File: src/rtl/keypad_emulator_if.sv
// Command channel between a key-press source and the keypad emulator.
// master: drives key_valid/key_code/abort; slave: drives key_ready/pressed/done.
interface keypad_emulator_if;
   logic       key_valid;
   logic [3:0] key_code;
   logic       key_ready;
   logic       abort;
   logic       pressed;
   logic       done;

   modport master (
      output key_valid,
      output key_code,
      output abort,
      input  key_ready,
      input  pressed,
      input  done
   );

   modport slave (
      input  key_valid,
      input  key_code,
      input  abort,
      output key_ready,
      output pressed,
      output done
   );
endinterface

File: src/rtl/keypad_emulator.sv
// Passive 4x4 matrix keypad: closes one contact per command with optional bounce.
// Ports: clk, rst_n, col (strobe in), fila (rows out), kif (command channel, slave).
module keypad_emulator #(
   parameter int unsigned HOLD_CYCLES   = 2_097_152,
   parameter int unsigned BOUNCE_CYCLES = 131_072,
   parameter int unsigned BOUNCE_PERIOD = 8_192,
   parameter int unsigned GAP_CYCLES    = 1_048_576
) (
   input  logic                 clk,
   input  logic                 rst_n,
   input  logic [3:0]           col,
   output logic [3:0]           fila,
   keypad_emulator_if.slave     kif
);

   typedef enum logic [2:0] {
      IDLE,
      PRESS_BOUNCE,
      HOLD,
      RELEASE_BOUNCE,
      GAP
   } state_t;

   localparam logic [31:0] H_LAST = 32'(HOLD_CYCLES - 1);
   localparam logic [31:0] B_LAST = 32'(BOUNCE_CYCLES - 1);
   localparam logic [31:0] P_LAST = 32'(BOUNCE_PERIOD - 1);
   localparam logic [31:0] G_LAST = 32'(GAP_CYCLES - 1);

   localparam logic NO_BNC = (BOUNCE_CYCLES == 0);
   localparam logic NO_GAP = (GAP_CYCLES == 0);

   // Zero-length phases are skipped entirely.
   localparam state_t AFTER_RB   = NO_GAP ? IDLE : GAP;
   localparam state_t AFTER_HOLD = NO_BNC ? AFTER_RB : RELEASE_BOUNCE;
   localparam state_t AFTER_IDLE = NO_BNC ? HOLD : PRESS_BOUNCE;

   state_t      state_q, state_d;
   logic [31:0] cnt_q, cnt_d;
   logic [31:0] pcnt_q, pcnt_d;
   logic        pressed_q, pressed_d;
   logic        done_q, done_d;
   logic [3:0]  code_q, code_d;
   logic        enter;
   logic        flip;

   always_ff @(posedge clk or negedge rst_n) begin
      if (!rst_n) begin
         state_q   <= IDLE;
         cnt_q     <= '0;
         pcnt_q    <= '0;
         pressed_q <= 1'b0;
         done_q    <= 1'b0;
         code_q    <= '0;
      end else begin
         state_q   <= state_d;
         cnt_q     <= cnt_d;
         pcnt_q    <= pcnt_d;
         pressed_q <= pressed_d;
         done_q    <= done_d;
         code_q    <= code_d;
      end
   end

   always_comb begin
      state_d = state_q;
      code_d  = code_q;
      case (state_q)
         IDLE: begin
            if (kif.key_valid) begin
               state_d = AFTER_IDLE;
               code_d  = kif.key_code;
            end
         end
         PRESS_BOUNCE: begin
            if (kif.abort)
               state_d = AFTER_HOLD;
            else if (cnt_q == B_LAST)
               state_d = HOLD;
         end
         HOLD: begin
            if (kif.abort || cnt_q == H_LAST)
               state_d = AFTER_HOLD;
         end
         RELEASE_BOUNCE: begin
            if (cnt_q == B_LAST)
               state_d = AFTER_RB;
         end
         GAP: begin
            if (cnt_q == G_LAST)
               state_d = IDLE;
         end
         default: state_d = IDLE;
      endcase

      enter = (state_d != state_q);
      flip  = (pcnt_q == P_LAST);

      cnt_d = (enter || state_q == IDLE) ? '0 : cnt_q + 32'd1;

      // Bounce half-period counter restarts on every phase entry.
      pcnt_d = '0;
      if (!enter && !flip)
         pcnt_d = pcnt_q + 32'd1;

      pressed_d = 1'b0;
      pcnt_d    = (state_d == PRESS_BOUNCE || state_d == RELEASE_BOUNCE)
                  ? pcnt_d : '0;
      case (state_d)
         HOLD:           pressed_d = 1'b1;
         PRESS_BOUNCE:   pressed_d = enter ? 1'b1 : (pressed_q ^ flip);
         RELEASE_BOUNCE: pressed_d = enter ? 1'b0 : (pressed_q ^ flip);
         default:        pressed_d = 1'b0;
      endcase

      done_d = enter && (state_d == IDLE);
   end

   // Rows follow the strobe with no latency so the scanner sees its own col.
   always_comb begin
      fila = 4'b0000;
      if (pressed_q && col[code_q[3:2]])
         fila = 4'b0001 << code_q[1:0];
   end

   assign kif.key_ready = (state_q == IDLE);
   assign kif.pressed   = pressed_q;
   assign kif.done      = done_q;

endmodule

File: src/flat_wrapper.sv
// flat-port wrapper written by rule: the top's interface ports become plain ports
module keypad_emulator_flat 
#(
   parameter int unsigned HOLD_CYCLES   = 2_097_152,
   parameter int unsigned BOUNCE_CYCLES = 131_072,
   parameter int unsigned BOUNCE_PERIOD = 8_192,
   parameter int unsigned GAP_CYCLES    = 1_048_576
)
  (clk, rst_n, col, fila, kif_key_valid, kif_key_code, kif_abort, kif_key_ready, kif_pressed, kif_done);
  keypad_emulator_if kif_i ();
  input  logic clk;
  input  logic rst_n;
  input  logic [3:0] col;
  output logic [3:0] fila;
  input wire logic [$bits(kif_i.key_valid)-1:0] kif_key_valid;
  input wire logic [$bits(kif_i.key_code)-1:0] kif_key_code;
  input wire logic [$bits(kif_i.abort)-1:0] kif_abort;
  output wire logic [$bits(kif_i.key_ready)-1:0] kif_key_ready;
  output wire logic [$bits(kif_i.pressed)-1:0] kif_pressed;
  output wire logic [$bits(kif_i.done)-1:0] kif_done;
  assign kif_i.key_valid = kif_key_valid;
  assign kif_i.key_code = kif_key_code;
  assign kif_i.abort = kif_abort;
  assign kif_key_ready = kif_i.key_ready;
  assign kif_pressed = kif_i.pressed;
  assign kif_done = kif_i.done;
  keypad_emulator #(.HOLD_CYCLES(HOLD_CYCLES), .BOUNCE_CYCLES(BOUNCE_CYCLES), .BOUNCE_PERIOD(BOUNCE_PERIOD), .GAP_CYCLES(GAP_CYCLES)) u_core (.clk(clk), .rst_n(rst_n), .col(col), .fila(fila), .kif(kif_i));
endmodule
File: config.mk
export PLATFORM = sky130hd
export DESIGN_NAME = keypad_emulator_flat
export DESIGN_NICKNAME = d
export VERILOG_FILES = /design/src/rtl/keypad_emulator_if.sv /design/src/rtl/keypad_emulator.sv /design/src/flat_wrapper.sv
export SDC_FILE = /design/constraint.sdc
export NUM_CORES = 1
export LEC_CHECK = 0
export ABC_AREA = 1
export CAP_MARGIN = 20
export CORE_UTILIZATION = 40
export DETAILED_ROUTE_END_ITERATION = 10
export HOLD_SLACK_MARGIN = 0.15
export PLACE_DENSITY = 0.64
export RECOVER_POWER = 50
export SLEW_MARGIN = 10
export SYNTH_ARGS = -nofsm -noshare
export SYNTH_HDL_FRONTEND = slang
export SYNTH_SLANG_ARGS = --single-unit
File: constraint.sdc
create_clock -name clk -period 3.29 [get_ports clk]
set_input_delay 0.4935 -clock clk [delete_from_list [all_inputs] [get_ports clk]]
set_output_delay 0.4935 -clock clk [all_outputs]
set_load 0.005 [all_outputs]
==> results.txt, run 1 <==
- The first detailed-routing pass took 4 iterations.
- The Yosys step of the flow raised 0 warnings.
- The worst setup path is launched from a primary input.
- Violated checks: capacitance limit, slew limit
* Starting DRC count in detailed routing: 198
- After clock tree synthesis, the clock-pin slew on the worst setup and hold paths is 0.07 ns.
- Number of cells on the worst reg-to-reg path: 12
- GR Layer Usage met1: 24.0%
* Number of max-slew violations in the final report: 74
- Cells with a size suffix above 1 make up 7.05% of the layout.
- Across all layers, the routed design uses between 3000 and 4000 vias.
- Headroom to the max-slew limit came out at -18.1%.
- After synthesis, the netlist uses 29 different library cells.
- Wires add up to around 9200 microns.
* Core Box Area: 10400 sq um
* Via density per instance: between 4 and 5
* Inserted Clock Buffers: 9
- Cell area after synthesis: about 4400 sq um
- Vias in the first global route: 3712
- Internal power comes to approximately 1.6 mW.
- Met2 layer usage reported by global route: between 30% and 40%
- Compared with the post-synthesis result, the final layout area differs by 11.5%.
- Row generation in the floorplan step produced 37 rows.
- Port buffering added 18 buffers.
- Max-cap violations: 1
- Clock tree from TritonCTS: built
- STA classifies the critical path endpoint as an output pin.
* Clock Tree Root: sky130_fd_sc_hd__clkbuf_8
- H-tree levels: 3
* Post-route ant nets: 0
- For this design the static power due to leakage is about 2 nW.
- For this run, the leading register cell type out of synthesis is sky130_fd_sc_hd__dfrtp_1.
- Max Freq: just under 400 MHz
- Worst-Margin Slew: approximately 1.8 ns
- The number of nets in the synthesized netlist is ~600.
- The clock network burns slightly below 30% of the power.
- Width of the die: ~110 microns
* Result of the run: complete, but fails checks
* Residual DRC count: 0
- For met3 alone, demand over resource in global routing was under 10%.
- Maximum number of pins on one net before global-route repair: 74
- Path type of the worst setup path: in2out
* Count of nets after finishing: between 600 and 700
- Traced cell by cell, the critical path runs through clkdlybuf4s50_1 > nor2_1 > o32ai_1 > nand2_1 > nor3_1 > clkdlybuf4s50_1.
* Net switching power: 1.00 mW
* Post_cts resized: 0
- Number of failing setup endpoints in the final timing report: 0
* Fraction of power spent switching nets: 37.8%
- First-pass GRT wire length: approximately 17000 microns
- For this design the top-level I/O count stands at 19.
- In this run the vertical extent of the chip is 106 microns.
* Maximum fanout along the worst path: 4
* Area fraction of the dominant cell type after synthesis: 42.0%
* Hold Path Cell Cnt: 1
- Number of buffers inserted to repair setup after CTS: 0
- Post-layout min period: 2.58 ns
- Maximum VDD drop: slightly above 0.4 mV
- Synthesis produced about 580 cells.
* Stage delay of the slowest cell on the critical path: 0.53 ns
- GP Congestion: about 0.89
- Clk buf depth: 2
- Library cell appearing most often on the critical path: sky130_fd_sc_hd__clkdlybuf4s50_1
- Sum of net half-perimeters after detailed placement: between 6000 and 7000 microns
* Starting utilization of the core area: between 40% and 50%
- In this run, synthesis inferred 0 flip-flops with an integrated enable.
- Worst-skew pair later-pin latency: 0.34 ns
- Combinational cells account for about a third of the total power.
- Among all cell types in the netlist, the one instantiated most often is sky130_fd_sc_hd__nor2_1.
- Sorting the synthesized cells by how often they occur yields sky130_fd_sc_hd__nor2_1 (112), sky130_fd_sc_hd__nand2_1 (100), sky130_fd_sc_hd__inv_1 (90).
* Unrepaired setup endpoints after global routing: no
- Family with the most delay on the worst path: buffers and inverters
- For this run, asynchronously set or reset flops after synthesis account for 100%.
* Routed wirelength normalized by instance count: 12.3 microns
- Worst Path Required: 2.80 ns
* Clock sink count: 73
* Most crowded layer after global routing: met2
- Global routing used a little under a fifth of the available tracks.
* Library cell with the largest summed area after synthesis: sky130_fd_sc_hd__dfrtp_1
- Number of hold violations in the final report: 0
- In the final timing run, aggregate negative setup slack is 0 ns.
- The number of antenna diodes in the final layout is 0.
- In this run the power density over the cells is about 550 nW/um^2.
- The initial antenna violation count was 0.
- STA puts the critical path data arrival time at 2.09 ns.
- Register share of total power: around two fifths
- Sequential cell area fraction in the yosys report: roughly two fifths
- Post-route fraction of the period consumed by the critical path: about four fifths
* Remaining global-route overflow: 0
- Counting flops and latches in the post-synthesis netlist gives between 70 and 80.
- In this run, post-CTS hold repair placed 0 buffers.
- The floorplan step defined a die boundary enclosing roughly 11000 sq um.
- Worst hold-check slack: 0.456 ns
- For this design, the slowest cell found on the critical path is sky130_fd_sc_hd__clkdlybuf4s50_1.
- Dominant cells by area after synthesis: sky130_fd_sc_hd__dfrtp_1 (42%), sky130_fd_sc_hd__nor2_1 (9.7%), sky130_fd_sc_hd__nand2_1 (8.6%)
- Worst Skew: just over 0.01 ns
- The critical path contains buffers and inverters numbering 2 combined.
- The tightest min-delay check is of the reg2reg type.
* Path length in cells of the critical path: 6
* Average footprint of a synthesized cell: 7.48 sq um
## cells in the final DEF (no fill, tap or decap), types with 7 or more instances in the layout
cell type                         synthesis  final
sky130_fd_sc_hd__o21ai_0                  7      7
sky130_fd_sc_hd__nand3_1                 41     41
sky130_fd_sc_hd__inv_1                   90     90
sky130_fd_sc_hd__nor3_1                  39     39
sky130_fd_sc_hd__clkdlybuf4s50_1          0     17
sky130_fd_sc_hd__xor2_1                  37     37
sky130_fd_sc_hd__nor2_1                 112    112
sky130_fd_sc_hd__nor2_2                  12     12
sky130_fd_sc_hd__nor4_1                  12     12
sky130_fd_sc_hd__clkbuf_8                 0     10
sky130_fd_sc_hd__dfrtp_1                 73     73
sky130_fd_sc_hd__nand2_1                100    101
sky130_fd_sc_hd__xnor2_1                  9      9
sky130_fd_sc_hd__nand4_1                 14     14
## power groups by stage
stage / registers, mW / logic [mW] / clock network, mW
finish: 1.02 / 0.850 / 0.782
global route: 1.03 / 0.954 / 0.849
CTS: 1.02 / 0.863 / 0.808
detailed placement: 1.04 / 0.858 / 0
global placement: 1.04 / 0.832 / 0
floorplan: 1.02 / 0.768 / 0
## final timing paths
check	from	endpoint	slack [ns]
max	col[0]	fila[1]	0.71
min	u_core.cnt_q[0]	u_core.cnt_q[0]	0.46
max reg2reg	u_core.cnt_q[0]	u_core.pcnt_q[17]	0.82
min reg2reg	u_core.cnt_q[0]	u_core.cnt_q[0]	0.46
max in group asynchronous	rst_n	u_core.pcnt_q[10]	1.61
min in group asynchronous	rst_n	u_core.cnt_q[14]	0.61
## logic make-up (layout without fill, tap and decap cells)
kind of cell / after synthesis / after routing / synth area share (%)
xor gates and xnor gates: 46 / 46 / 9.26
AOI/OAI and AO/OA: 18 / 18 / 2.67
muxes: 1 / 1 / 0.259
adders and majority gates: 2 / 2 / 0.575
buffers and inverters: 96 / 124 / 9.32
and+or+nand+nor: 346 / 346 / 35.9
DFF: 73 / 73 / 42.0
## metrics by stage
step           cells  area [sq um]  setup WS (ns)  utilization [%]  power, mW
3_3_place_gp     731          4640          0.762             44.5       1.87
6_report         746          4850          0.709             46.6       2.65
4_1_cts          746          4860          0.709             46.6       2.69
3_5_place_dp     731          4640          0.728             44.5       1.90
2_1_floorplan    582          4350           1.40                -       1.79
5_1_grt          746          4850          0.607             46.6       2.83
## final cells by class
type	instances	area, sq um
fill	1064	5560
multi-input combinational	413	2120
sequential	73	1830
inverter	91	344
timing repair buffer	18	175
tap	136	170
clock buffer	11	141
clock inverter	4	77.6
## state kept, by name, summed over array words and instances, names as in the netlist
signal and count:
u_core.kif.pressed 1, u_core.kif.done 1, u_core.state_q 3, u_core.cnt_q 32, u_core.pcnt_q 32, u_core.code_q 4
## per-layer routing
layer,vias to the layer above,wire length [microns],share of wire [%]
li1,1886,-,-
met1,1738,4430,48
met2,49,4400,48
met3,10,279,3.0
met4,0,99,1.1
met5,-,0,0
No activity file was read; power rests on OpenSTA's default activity.
==> run 2, diff against run 1 <==
--- a/config.mk
+++ b/config.mk
@@ -10,7 +10,7 @@
 export CORE_UTILIZATION = 40
 export DETAILED_ROUTE_END_ITERATION = 10
 export HOLD_SLACK_MARGIN = 0.15
-export PLACE_DENSITY = 0.64
+export PLACE_DENSITY = 0.66
 export RECOVER_POWER = 50
 export SLEW_MARGIN = 10
 export SYNTH_ARGS = -nofsm -noshare
==> constraint.sdc (replaced) <==
create_clock -name clk -period 2.3 [get_ports clk]
set_input_delay 0.345 -clock clk [delete_from_list [all_inputs] [get_ports clk]]
set_output_delay 0.345 -clock clk [all_outputs]
set_load 0.005 [all_outputs]
==> run 2 against run 1 <==
Against the previous run:
- the run still ends with capacitance limit, slew limit left
- register-to-register slack worse by 0.63 ns
- largest power group is now combinational cells
- final cell count up 1.5%
- highest routed layer unchanged
- first-iteration DRC count up 22%
- flip-flop and latch count did not move
- die area unchanged
- clock-buffer cell count down 1
- global-route usage shrank 0.42 points
- core utilization up 0.90 points
- power increased by 45%
- combinational power increased by 75%
- worst hold slack barely moved
==> results.txt, run 2 (synthesis results as in run 1) <==
- Result of the run: complete, but fails checks (unchanged)
- Violated checks: capacitance limit, slew limit (unchanged).
* Number of hold violations in the final report: 0 (unchanged)
- The clock tree from TritonCTS was built (unchanged).
- Via density per instance: 4.92 (was 4.94)
- The total number of nets in the final design was 630 (was 620).
- Summed negative setup slack over all endpoints: 0 ns (unchanged)
- The initial antenna violation count is 0 (unchanged).
- Total power divided by cell area: 780 nW/um^2 (was 547 nW/um^2)
* Leakage power: 2.16 nW (was 2.05 nW)
* Count of buffers from port buffering: 18 (unchanged)
- The remaining antenna violation count came to 0 (unchanged).
- Clk buf depth: 2 (unchanged)
- The final estimated routing congestion in global placement is 0.882 (was 0.890).
- The number of antenna diodes came to 0 (unchanged).
- The HPWL after detailed placement came to 6710 microns (was 6780 microns).
- The maximum resistive drop on vdd was 0.391 mV (was 0.415 mV).
- Registers with the most flip-flops: u_core.cnt_q: 32 flops, u_core.pcnt_q: 32 flops, u_core.code_q: 4 flops (unchanged).
- The wire length of the first global-routing pass was 16200 microns (was 16700 microns).
* Most frequent standard cell in the layout excluding fill and tap cells: sky130_fd_sc_hd__nor2_1 (unchanged)
- Max Freq: between 400 and 500 MHz
- The start point of the critical path is u_core.state_q[0] (was col[0]).
- The count of maximum capacitance violations came to 1 (unchanged).
* Clock Tree Root: sky130_fd_sc_hd__clkbuf_8 (unchanged)
- The CTS H-tree depth came to 3 (unchanged).
- Clock sink count: 73 (unchanged)
* Vias in the first global route: 3716 (was 3712)
- Kind of end point of the critical path: output pin (unchanged)
- The top fanout value on the critical path is 4 (unchanged).
* Boundary Pins: 19 (unchanged)
- Routed wirelength normalized by instance count: 12.6 microns (was 12.3 microns)
* Number of search-and-repair iterations in the first detailed-routing pass: 4 (unchanged)
* Worst-Margin Slew: 1.78 ns (was 1.77 ns)
- Number of failing setup endpoints in the final timing report: 0 (unchanged)
- Width of the die: 106 microns (unchanged)
- The area enclosed by the die boundary is 11300 sq um (unchanged).
- Fraction of final layout cells sized beyond drive strength 1: 9.66% (was 7.05%)
- Max transition margin: -18.7% (was -18.1%)
- Chip height: 106 microns (unchanged)
- Arrival time of data at the critical path endpoint: 1.81 ns (was 2.09 ns)
* Number of max-slew violations in the final report: 74 (unchanged)
- Layout area overhead: 13.7% (was 11.5%)
- FF-to-FF Start: u_core.cnt_q[0] (unchanged)
- Post-layout util: 47.5% (was 46.6%)
- Worst Skew: 0.0133 ns (was 0.0102 ns)
- Worst-skew pair later-pin latency: 0.36 ns (was 0.34 ns)
- Residual DRC count: 0 (unchanged)
- Number of buffers inserted to repair setup after CTS: 0 (unchanged)
- The number of DRC markers after the initial detailed-route iteration came to 242 (was 198).
- The total wirelength of the detailed-routed design was 9540 microns (was 9200 microns).
- The effective utilization at floorplan was 41.8% (unchanged).
- The data required time of the worst path was 1.96 ns (was 2.80 ns).
* Maximum number of pins on one net before global-route repair: 74 (unchanged)
- The worst path uses between 90% and 100% of the clock period.
* Post-placement worst setup slack: 0.0340 ns (was 0.728 ns)
- The final global-route overflow total was 0 (unchanged).
- Overall global routing resource usage: 17.9% (was 18.3%)
* Unrepaired setup endpoints after global routing: no (unchanged)
- The type of origin of the critical path is a flop (was primary input).
* Clock transition at path regs: 0.09 ns (was 0.07 ns)
* Path type of the worst setup path: reg2out (was in2out)
* Post-layout min period: 2.15 ns
- Leading cell types in the layout, fill and taps excluded: sky130_fd_sc_hd__nor2_1 (112), sky130_fd_sc_hd__nand2_1 (100), sky130_fd_sc_hd__inv_1 (89) (was sky130_fd_sc_hd__nor2_1 (112), sky130_fd_sc_hd__nand2_1 (101), sky130_fd_sc_hd__inv_1 (90))
- The type of the worst min-delay path is in2async (was reg2reg).
- The count of vias placed by the detailed router came to 3725 (was 3683).
* Placement Rows: 37 (unchanged)
* Slack of the critical path: 0.146 ns (was 0.709 ns)
* Core Box Area: 10400 sq um (unchanged)
* Inserted Clock Buffers: 9 (unchanged)
## run 2: changes by cell type in the layout (fill, tap and decap cells not counted), moves of 2 or more
cell and delta:
sky130_fd_sc_hd__dlymetal6s2s_1 +4, sky130_fd_sc_hd__clkinv_2 +2, sky130_fd_sc_hd__nor3_2 +3, sky130_fd_sc_hd__nor3_1 -3
sky130_fd_sc_hd__buf_4 +8, sky130_fd_sc_hd__clkinvlp_4 +2, sky130_fd_sc_hd__clkdlybuf4s50_1 -4, sky130_fd_sc_hd__bufinv_16 -2
## run 2: final cells by class
cell class              count  area [sq um]
repair buffers             26           245
fillers                  1048          5470
clock inverters             6          42.5
clock buffers              10           128
well taps                 136           170
flip-flops and latches     73          1830
inverters                  91           349
multi-input cells         415          2180
## run 2: routing by layer
layer	vias up	global-route usage, %	wire [microns]
met5	-	0	0
met4	0	5.36	130
met3	12	4.41	299
met2	54	30.7	4670
met1	1747	22.2	4450
li1	1912	-	-
## run 2: per-stage QoR
step	total power [mW]	std cells	cell area, sq um	hold slack [ns]
after floorplan	2.56	582	4350	0.0494
after global placement	2.73	739	4700	0.440
after detailed placement	2.76	739	4700	0.456
after CTS	3.68	755	4870	0.156
after global routing	4.10	757	4950	0.480
final	3.86	757	4950	0.457
## run 2: worst paths after layout
check | cells past startpoint | endpoint | slack (ns)
worst max-delay path | 4 | kif_key_ready | 0.15
worst min-delay path | 1 | u_core.cnt_q[12] | 0.46
worst max register to register | 13 | u_core.cnt_q[1] | 0.19
worst min register to register | 1 | u_core.cnt_q[0] | 0.46
max in group asynchronous | 1 | u_core.pcnt_q[2] | 0.78
min in group clk | 1 | u_core.cnt_q[0] | 0.46
## run 2: what timing repair did
action	4_1_cts	5_1_grt
hold buffers	0	0
endpoints found under the setup margin	0	62
gates resized for setup	0	16
## run 2: worst max-delay path, stage by stage, from the launching register on
cell	delay [ns]
sky130_fd_sc_hd__dfrtp_1	0.43
sky130_fd_sc_hd__nor2_1	0.14
sky130_fd_sc_hd__nand2_1	0.23
sky130_fd_sc_hd__inv_1	0.14
sky130_fd_sc_hd__clkdlybuf4s50_1	0.52
## run 2: power by group
group / leakage (nW) / total, mW / internal [mW] / switching [mW]
clock: 0.0827 / 0.907 / 0.393 / 0.514
sequential: 0.998 / 1.46 / 1.38 / 0.0830
combinational: 1.08 / 1.49 / 0.450 / 1.04
==> run 3, diff against run 2 <==
--- a/config.mk
+++ b/config.mk
@@ -12,6 +12,7 @@
 export HOLD_SLACK_MARGIN = 0.15
 export PLACE_DENSITY = 0.66
 export RECOVER_POWER = 50
+export SKIP_CTS_REPAIR_TIMING = 1
 export SLEW_MARGIN = 10
 export SYNTH_ARGS = -nofsm -noshare
 export SYNTH_HDL_FRONTEND = slang
==> constraint.sdc (replaced) <==
create_clock -name clk -period 1.8 [get_ports clk]
set_input_delay 0.27 -clock clk [delete_from_list [all_inputs] [get_ports clk]]
set_output_delay 0.27 -clock clk [all_outputs]
set_load 0.02 [all_outputs]
==> run 3 against run 2 <==
Against the previous run:
- the flow finishes with violations (setup timing)
- sequential power rose by 29%
- clock-buffer cell count rose by 4
- clock power rose by 61%
- worst hold slack improved by 0.018 ns
- final cell count rose by 14%
- critical endpoint is now u_core.cnt_q[1]
- largest cell class unchanged
- largest power group unchanged
- highest routed layer unchanged
==> results.txt, run 3 (synthesis results as in run 1) <==
* Number of antenna cells inserted: 0 (unchanged)
- Width of the die: 106 microns (unchanged)
- The remaining antenna violation count was 0 (unchanged).
* Layout area overhead: 42.5% (was 13.7%)
* Die area: 11300 sq um (unchanged)
* Routed wirelength normalized by instance count: 13.4 microns (was 12.6 microns)
* Maximum number of pins on one net before global-route repair: 31 (was 74)
* Max Freq: slightly below 500 MHz
* Max-cap violations: 0 (was 1)
- Clock tree from TritonCTS: built (unchanged)
* Remaining global-route overflow: 0 (unchanged)
- GP Congestion: 0.924 (was 0.882)
* First-pass GRT wire length: 17900 microns (was 16200 microns)
- The number of hold violations in the final report came to 0 (unchanged).
- Arrival time of data at the critical path endpoint: 2.26 ns (was 1.81 ns)
- Max transition margin: 54.8% (was -18.7%)
- Number of max-slew violations in the final report: 0 (was 74)
- Crit start category: flop (unchanged)
- Number of search-and-repair iterations in the first detailed-routing pass: 5 (was 4)
* Chip height: 106 microns (unchanged)
- The TritonCTS buffer count was 9 (unchanged).
- Clk buf depth: 2 (unchanged)
- The number of DRC markers after the initial detailed-route iteration is 195 (was 242).
- Clock sink count: 73 (unchanged)
- Post-route fraction of the period consumed by the critical path: 112%
- Boundary Pins: 19 (unchanged)
* Core Box Area: 10400 sq um (unchanged)
- The slew at the pin closest to its max-slew limit is 0.678 ns (was 1.78 ns).
- Residual DRC count: 0 (unchanged)
- Fraction of final layout cells sized beyond drive strength 1: 31.1% (was 9.66%)
- The number of setup violations in the final report came to 70 (was 0).
- Sum of net half-perimeters after detailed placement: 7790 microns (was 6710 microns)
- Kind of end point of the critical path: flop (was output pin)
- The clock latency of the later-clocked register in the worst-skew pair is 0.36 ns (about the same).
* Number of cells in the finished layout apart from fillers: 863 (was 757)
- The placement-stage cell area came to 5480 sq um (was 4700 sq um).
* Aggregate routed wire length: 11500 microns (was 9540 microns)
* Violated checks: setup timing (was capacitance limit, slew limit)
- Leakage power: 2.81 nW (was 2.16 nW)
- Result of the run: complete, but fails checks (unchanged).
- The post-detailed-route via-to-cell ratio came to 4.95 (was 4.92).
* Overall global routing resource usage: 19.9% (was 17.9%)
- Total power divided by cell area: 1090 nW/um^2 (was 780 nW/um^2)
* Clock transition at path regs: 0.08 ns (was 0.09 ns)
- Unrepaired setup endpoints after global routing: yes (was no)
- Number of placed instances with taps included: 832 (was 739)
- Post-placement worst setup slack: -0.417 ns (was 0.0340 ns)
- The post-layout instance area came to 6200 sq um (was 4950 sq um).
* Count of buffers from port buffering: 18 (unchanged)
- Subtracting the final worst setup slack from the clock period gives 2.01 ns.
* Total power consumption of the routed design: 6.73 mW (was 3.86 mW)
- Post-layout util: 59.5% (was 47.5%)
* Type of the most critical hold path: in2async (unchanged)
- H-tree levels: 3 (unchanged)
- The worst setup slack after layout came to -0.213 ns (was 0.146 ns).
* Count of nets after finishing: 736 (was 630)
- The initial antenna violation count was 0 (unchanged).
- The clock skew after layout was 0.0145 ns (was 0.0133 ns).
* Count of vias placed by the detailed router: 4269 (was 3725)
- The maximum resistive drop on vdd came to 0.809 mV (was 0.391 mV).
- The top fanout value on the critical path was 6 (was 4).
- Placement Rows: 37 (unchanged)
* Clock Tree Root: sky130_fd_sc_hd__clkbuf_8 (unchanged)
- The critical path class was reg2reg (was reg2out).
- The number of global-route vias before repair came to 4160 (was 3716).
- Leading cell types in the layout, fill and taps excluded: sky130_fd_sc_hd__buf_4 (106), sky130_fd_sc_hd__nor2_1 (97), sky130_fd_sc_hd__nand2_1 (89) (was sky130_fd_sc_hd__nor2_1 (112), sky130_fd_sc_hd__nand2_1 (100), sky130_fd_sc_hd__inv_1 (89))
- Starting utilization of the core area: 41.8% (unchanged)
* Worst Path Required: 2.04 ns (was 1.96 ns)
* Registers with the most flip-flops: u_core.cnt_q: 32 flops, u_core.pcnt_q: 32 flops, u_core.code_q: 4 flops (unchanged)
- The most common cell after layout, fill and taps aside is sky130_fd_sc_hd__buf_4 (was sky130_fd_sc_hd__nor2_1).
run 3: cell types whose count changed in the layout (fill, tap and decap cells not counted), sizes merged:
cell	change
dlymetal6s2s	-4
dlygate4sd3	+1
clkbuf	+8
nand2	-1
clkinvlp	-2
clkdlybuf4s50	-1
inv	-1
buf	+107
clkinv	-3
bufinv	+2
run 3: per-layer routing:
metal | vias to the layer above | wire (microns) | track usage [%]
met5 | - | 0 | 0
met4 | 0 | 245 | 8.43
met3 | 24 | 386 | 3.56
met2 | 86 | 6020 | 35.3
met1 | 2044 | 4890 | 23.6
li1 | 2115 | - | -
run 3: cell type report:
class	count	area (sq um)
multi-input combinational	414	2500
tap	136	170
inverter	91	354
clock inverter	2	60.1
timing repair buffer	133	1120
clock buffer	14	163
fill	895	4220
sequential	73	1830
run 3: metrics by stage:
stage	TNS [ns]	hold WS [ns]
2_1_floorplan	0	-0.0256
4_1_cts	-9.56	-0.179
3_5_place_dp	-7.42	0.218
3_3_place_gp	-5.01	0.212
5_1_grt	-18.45	0.487
6_report	-9.57	0.475
run 3: worst max-delay path: stages, from the launching register on:
cell,delay (ns)
sky130_fd_sc_hd__dfrtp_1,0.38
sky130_fd_sc_hd__inv_1,0.08
sky130_fd_sc_hd__nand2_1,0.07
sky130_fd_sc_hd__nor2_2,0.12
sky130_fd_sc_hd__nand2_2,0.10
sky130_fd_sc_hd__nor2_2,0.20
sky130_fd_sc_hd__nand2_4,0.10
sky130_fd_sc_hd__nand2_2,0.10
sky130_fd_sc_hd__nand2_2,0.06
sky130_fd_sc_hd__a21oi_4,0.15
sky130_fd_sc_hd__nor2_4,0.06
sky130_fd_sc_hd__nand2_4,0.09
sky130_fd_sc_hd__inv_8,0.07
sky130_fd_sc_hd__nand2_8,0.12
sky130_fd_sc_hd__clkbuf_16,0.16
sky130_fd_sc_hd__nor2_1,0.04
run 3: worst paths after layout:
path                                          end  cells after the start  slack (ns)        startpoint
worst min-delay path              u_core.cnt_q[6]                      2        0.47             rst_n
max in group asynchronous       u_core.pcnt_q[16]                      3        0.39             rst_n
min in group clk                 u_core.pcnt_q[0]                      1        0.48  u_core.pcnt_q[0]
worst max register to register    u_core.cnt_q[1]                     15       -0.21  u_core.cnt_q[29]
worst max-delay path              u_core.cnt_q[1]                     15       -0.21  u_core.cnt_q[29]
worst min register to register   u_core.pcnt_q[0]                      1        0.48  u_core.pcnt_q[0]
run 3: power by group:
| part | leakage, nW | internal, mW | switching (mW) |
|---|---|---|---|
| Combinational | 1.70 | 1.54 | 1.85 |
| Clock | 0.111 | 0.860 | 0.604 |
| Sequential | 0.998 | 1.76 | 0.125 |
